`src/rtl/uart_rx_hsk_pkg.sv`:
```
// Shared encodings for the UART receiver with four-phase output handshake.
// Receive and handshake state constants plus the default bit period.
package uart_rx_hsk_pkg;

    localparam int unsigned CLKS_PER_BIT_DEF = 434;

    localparam logic [2:0] RX_IDLE      = 3'd0;
    localparam logic [2:0] RX_START     = 3'd1;
    localparam logic [2:0] RX_DATA      = 3'd2;
    localparam logic [2:0] RX_STOP      = 3'd3;
    localparam logic [2:0] RX_WAIT_IDLE = 3'd4;

    localparam logic [1:0] HS_IDLE    = 2'd0;
    localparam logic [1:0] HS_REQ     = 2'd1;
    localparam logic [1:0] HS_RELEASE = 2'd2;

endpackage

```
`src/rtl/bit_sync.sv`:
```
// Two-flop synchronizer for a single asynchronous input.
// Reset value is a parameter so idle-high lines come out of reset idle.
module bit_sync #(
    parameter logic RST_VAL = 1'b1
) (
    input  logic clk_i,
    input  logic rst_i,
    input  logic d_i,
    output logic q_o
);

    logic meta_q;
    logic sync_q;

    // Two-stage capture of the asynchronous input
    always_ff @(posedge clk_i) begin
        if (rst_i) begin
            meta_q <= RST_VAL;
            sync_q <= RST_VAL;
        end else begin
            meta_q <= d_i;
            sync_q <= meta_q;
        end
    end

    assign q_o = sync_q;

endmodule

```
`src/rtl/uart_rx_hsk.sv`:
```
// 8N1 UART receiver delivering bytes over a four-phase req/ack handshake.
// A frame finishing while the handshake is still busy is dropped as overrun.
module uart_rx_hsk
    import uart_rx_hsk_pkg::*;
#(
    parameter int unsigned CLKS_PER_BIT = CLKS_PER_BIT_DEF
) (
    input  logic       in_clk,
    input  logic       in_rst,
    input  logic       in_rx,
    input  logic       in_rx_enable,
    output logic [7:0] out_data,
    output logic       out_data_hsk_req,
    input  logic       in_data_hsk_ack,
    output logic       out_frame_err,
    output logic       out_overrun
);

    localparam logic [15:0] BIT_LAST  = 16'(CLKS_PER_BIT - 1);
    localparam logic [15:0] HALF_LAST = 16'((CLKS_PER_BIT / 2) - 1);

    logic        rx_s;
    logic [2:0]  rx_q, rx_d;
    logic [15:0] cnt_q, cnt_d;
    logic [2:0]  idx_q, idx_d;
    logic [7:0]  shift_q, shift_d;
    logic        frame_ok;
    logic        frame_bad;

    logic [1:0]  hs_q;
    logic [7:0]  data_q;
    logic        err_q;
    logic        ovr_q;

    bit_sync #(
        .RST_VAL (1'b1)
    ) u_sync (
        .clk_i (in_clk),
        .rst_i (in_rst),
        .d_i   (in_rx),
        .q_o   (rx_s)
    );

    // Receive FSM next state: start qualify, mid-bit sampling, stop check
    always_comb begin
        rx_d      = rx_q;
        cnt_d     = cnt_q;
        idx_d     = idx_q;
        shift_d   = shift_q;
        frame_ok  = 1'b0;
        frame_bad = 1'b0;
        case (rx_q)
            RX_IDLE: begin
                cnt_d = 16'd0;
                idx_d = 3'd0;
                if (!rx_s && in_rx_enable) begin
                    rx_d = RX_START;
                end
            end
            RX_START: begin
                if (cnt_q == HALF_LAST) begin
                    cnt_d = 16'd0;
                    rx_d  = rx_s ? RX_IDLE : RX_DATA;
                end else begin
                    cnt_d = cnt_q + 16'd1;
                end
            end
            RX_DATA: begin
                if (cnt_q == BIT_LAST) begin
                    cnt_d   = 16'd0;
                    shift_d = {rx_s, shift_q[7:1]};
                    idx_d   = idx_q + 3'd1;
                    if (idx_q == 3'd7) begin
                        rx_d = RX_STOP;
                    end
                end else begin
                    cnt_d = cnt_q + 16'd1;
                end
            end
            RX_STOP: begin
                if (cnt_q == BIT_LAST) begin
                    cnt_d = 16'd0;
                    if (rx_s) begin
                        frame_ok = 1'b1;
                        rx_d     = RX_IDLE;
                    end else begin
                        frame_bad = 1'b1;
                        rx_d      = RX_WAIT_IDLE;
                    end
                end else begin
                    cnt_d = cnt_q + 16'd1;
                end
            end
            RX_WAIT_IDLE: begin
                if (rx_s) begin
                    rx_d = RX_IDLE;
                end
            end
            default: begin
                rx_d  = RX_IDLE;
                cnt_d = 16'd0;
                idx_d = 3'd0;
            end
        endcase
    end

    // Receive FSM state registers
    always_ff @(posedge in_clk) begin
        if (in_rst) begin
            rx_q    <= RX_IDLE;
            cnt_q   <= 16'd0;
            idx_q   <= 3'd0;
            shift_q <= 8'h00;
        end else begin
            rx_q    <= rx_d;
            cnt_q   <= cnt_d;
            idx_q   <= idx_d;
            shift_q <= shift_d;
        end
    end

    // Handshake FSM; release-to-idle in the same cycle still counts busy
    always_ff @(posedge in_clk) begin
        if (in_rst) begin
            hs_q   <= HS_IDLE;
            data_q <= 8'h00;
            err_q  <= 1'b0;
            ovr_q  <= 1'b0;
        end else begin
            err_q <= frame_bad;
            ovr_q <= frame_ok && (hs_q != HS_IDLE);
            case (hs_q)
                HS_IDLE: begin
                    if (frame_ok) begin
                        data_q <= shift_q;
                        hs_q   <= HS_REQ;
                    end
                end
                HS_REQ: begin
                    if (in_data_hsk_ack) begin
                        hs_q <= HS_RELEASE;
                    end
                end
                HS_RELEASE: begin
                    if (!in_data_hsk_ack) begin
                        hs_q <= HS_IDLE;
                    end
                end
                default: hs_q <= HS_IDLE;
            endcase
        end
    end

    assign out_data         = data_q;
    assign out_data_hsk_req = (hs_q == HS_REQ);
    assign out_frame_err    = err_q;
    assign out_overrun      = ovr_q;

endmodule

```
`config.mk`:
```
export PLATFORM = sky130hd
export DESIGN_NAME = uart_rx_hsk
export DESIGN_NICKNAME = d
export VERILOG_FILES = /design/src/rtl/uart_rx_hsk_pkg.sv /design/src/rtl/bit_sync.sv /design/src/rtl/uart_rx_hsk.sv
export SDC_FILE = /design/constraint.sdc
export NUM_CORES = 1
export LEC_CHECK = 0
export ABC_AREA = 0
export BUFFER_PORTS_ARGS = -buffer_cell sky130_fd_sc_hd__buf_2
export CAP_MARGIN = 10
export CORE_UTILIZATION = 38
export CTS_BUF_LIST = sky130_fd_sc_hd__clkbuf_4
export CTS_CLUSTER_SIZE = 28
export DETAILED_ROUTE_END_ITERATION = 16
export SYNTH_ARGS = -nofsm -noshare
export SYNTH_HDL_FRONTEND = slang
export SYNTH_SLANG_ARGS = --single-unit
export TNS_END_PERCENT = 50
```
`constraint.sdc`:
```
create_clock -name in_clk -period 4.5 [get_ports in_clk]
set_clock_uncertainty 0.2 [all_clocks]
set_input_delay 0.45 -clock in_clk [delete_from_list [all_inputs] [get_ports in_clk]]
set_output_delay 0.45 -clock in_clk [all_outputs]
set_load 0.02 [all_outputs]
```
==> metrics.yaml <==
die:
  die_h_um: 75.6
  rows: 26
  core-area_mm2: 0.00517
  io_pins: 16
  start_util_pct: 39.8
  die-area_mm2: 0.00572
  die_w_um: 75.6
worst_setup_path:
  worst-endpoint-arrival_ns: 2.52
  reg2reg_depth: 6
  worstSetupStartpointType: "register"
  slowest_stage: "nand4_1"
  r2r-start: "cnt_q[0]"
  critPathMaxFanout: 9
  crit_path_max_incr_delay_ns: 0.63
  setup.worst_path.end_class: "register"
  crit_path_cell_trace: "ha_1 -> nand2_1 -> nor3_1 -> nand4_1 -> mux2i_1 -> nor2_1"
  crit_required_ns: 4.54
  critical_path_class: "register to register"
  crit_start: "cnt_q[0]"
clock_network:
  cts_resized: 0
  clk_pin_slew_ns: 0.13
  cts_sinks: 44
  cts_root_buf: "clkbuf_4"
  cts_htree_levels: 2
  cts_tree: "built"
  clock_path_buffers: 2
  cts_buffers: 5
  clk_latency_ns: 0.35
  cts_hold_buf: 0
  post_cts_buffers: 0
routing:
  drt_iter0_drc: 50
  wl_per_cell_um: 12.7
  firstDrtPassIters: 4
  drcViolationCount: 0
  viasPerCell: 5.22
  drt-total-wl_um: 3900
  vias: 1609
  ant_nets: 0
sta:
  whs_ns: 0.0659
  final.setup.worst_slack_ns: 2.02
  tightest_slew_ns: 0.916
  slew_headroom_pct: 38.7
  post-route-min-period_ns: 2.48
  fin_crit_sh_pct: 55.1
  fin_setup_tns_ns: 0
  timing.fmax_mhz: 403
  drv_slew: 0
  finalSetupViolations: 0
  rsz0062_at_grt: "no"
  hold_viol: 0
hold_path:
  worstHoldStart: "in_rx"
  hp-class: "input port to register"
  hold_path_depth: 2
logic_synthesis:
  synth_seq_cells: 44
  yosysSeqAreaShare_pct: 42.7
  yosys.area.top_type: "dfxtp_1"
  syn_area_per_cell_um2: 9.20
  yosysWarnings: 0
  yosysUniqueCellTypes: 45
  synthTopCellsByCount: "44 x dfxtp_1, 30 x nor2_1, 22 x mux2i_1, 16 x nand2_1, 15 x nand3_1"
  yosysMostFrequentCell: "dfxtp_1"
  yosys-top-cells-area: "dfxtp_1 43%, mux2i_1 11%, nor2_1 5.5%"
  ys_async_sr_fraction_pct: 0
  syn-num-nets: 234
  synthesis.area_mm2: 0.00206
  synth_top_area_share_pct: 42.7
  synth_ff_type: "dfxtp_1"
  synth_edf_count: 0
  synth_cells: 224
grt:
  grt_pass1_wl_um: 6280
  grt_overflow: 0
  grt_usage_pct: 14.6
  grt_max_degree: 32
  antenna_found_initial: 0
  grt_pass1_vias: 1389
pwr:
  ir_drop_uv: 149
  power_density_mw_per_mm2: 298
  p_leak_nw: 0.961
  power_uw: 674
placed_design:
  place_area_mm2: 0.00218
  port-buffer-count: 15
  gp_congestion: 0.753
  hpwl_um: 2720
  dp_cells: 300
  place_ws_ns: 2.03
final_layout:
  fin_area_mm2: 0.00226
  fin_util_pct: 43.8
  fin_cells: 308
  area_growth_pct: 9.84
  drive_above_1_share_pct: 15.1
  n_antenna_cell: 0
  nets: 247
status:
  outcome: "completed"
job:
  drv_cap: 0
[cells in the final DEF, fill, tap and decap left out, types with 2 or more instances in the layout]
cell / n
a211oi_1: 2
a21oi_1: 9
a221o_1: 3
a22o_1: 2
and3_1: 5
buf_2: 15
clkbuf_4: 5
dfxtp_1: 44
ha_1: 5
inv_1: 7
mux2i_1: 22
nand2_1: 16
nand2b_1: 3
nand3_1: 15
nand3b_1: 3
nand4_1: 3
nor2_1: 30
nor2b_1: 2
nor3_1: 5
nor4_1: 2
o211ai_1: 2
o21ai_0: 8
or2_2: 3
xor2_1: 4
[worst max-delay path, delay by kind of cell (launching register included)]
family / cells / cell delay [ns]
simple gates: 4 / 1.19
flops: 1 / 0.45
mux: 1 / 0.33
fa+ha+maj: 1 / 0.18
[report_power, final]
group,switching [mW],leakage (nW),internal [mW]
clock,0.135,0.0418,0.119
sequential,0.00315,0.355,0.392
combinational,0.0165,0.564,0.00802
[final cells by class]
| class | count | area (µm²) |
|---|---|---|
| Fill cell | 510 | 2910 |
| Clock inverter | 3 | 46.3 |
| Clock buffer | 5 | 37.5 |
| Inverter | 7 | 26.3 |
| Multi-Input combinational cell | 164 | 1110 |
| Tap cell | 70 | 87.6 |
| Timing Repair Buffer | 15 | 75.1 |
| Sequential cell | 44 | 881 |
[flip-flops by register name, summed over array words and instances (netlist names)]
name	cells
out_frame_err	1
idx_q	3
out_overrun	1
out_data	8
cnt_q	16
hs_q	2
rx_q	3
u_sync.q_o	1
shift_q	8
u_sync.meta_q	1
[cells by family after synthesis]
group           Yosys count  share of synthesized area (%)
simple gates             97                           24.7
flops                    44                           42.7
compound gates           35                           13.2
mux                      23                           11.2
buf+inv                  16                           3.40
fa+ha+maj                 5                           3.04
xor+xnor                  4                           1.70
[path summary, 6_finish.rpt]
path	end	slack [ns]
min reg2reg	u_sync.q_o	0.23
max	out_data[4]	2.02
max reg2reg	out_data[4]	2.02
min	u_sync.meta_q	0.07
[routing by layer]
layer	global-route usage [%]	vias to the layer above	wire, µm
met5	0	-	0
met4	5.56	0	35
met3	3.57	2	100
met2	22.7	20	1770
met1	19.6	753	1990
li1	-	834	-
No activity file was read; power rests on OpenSTA's default activity.
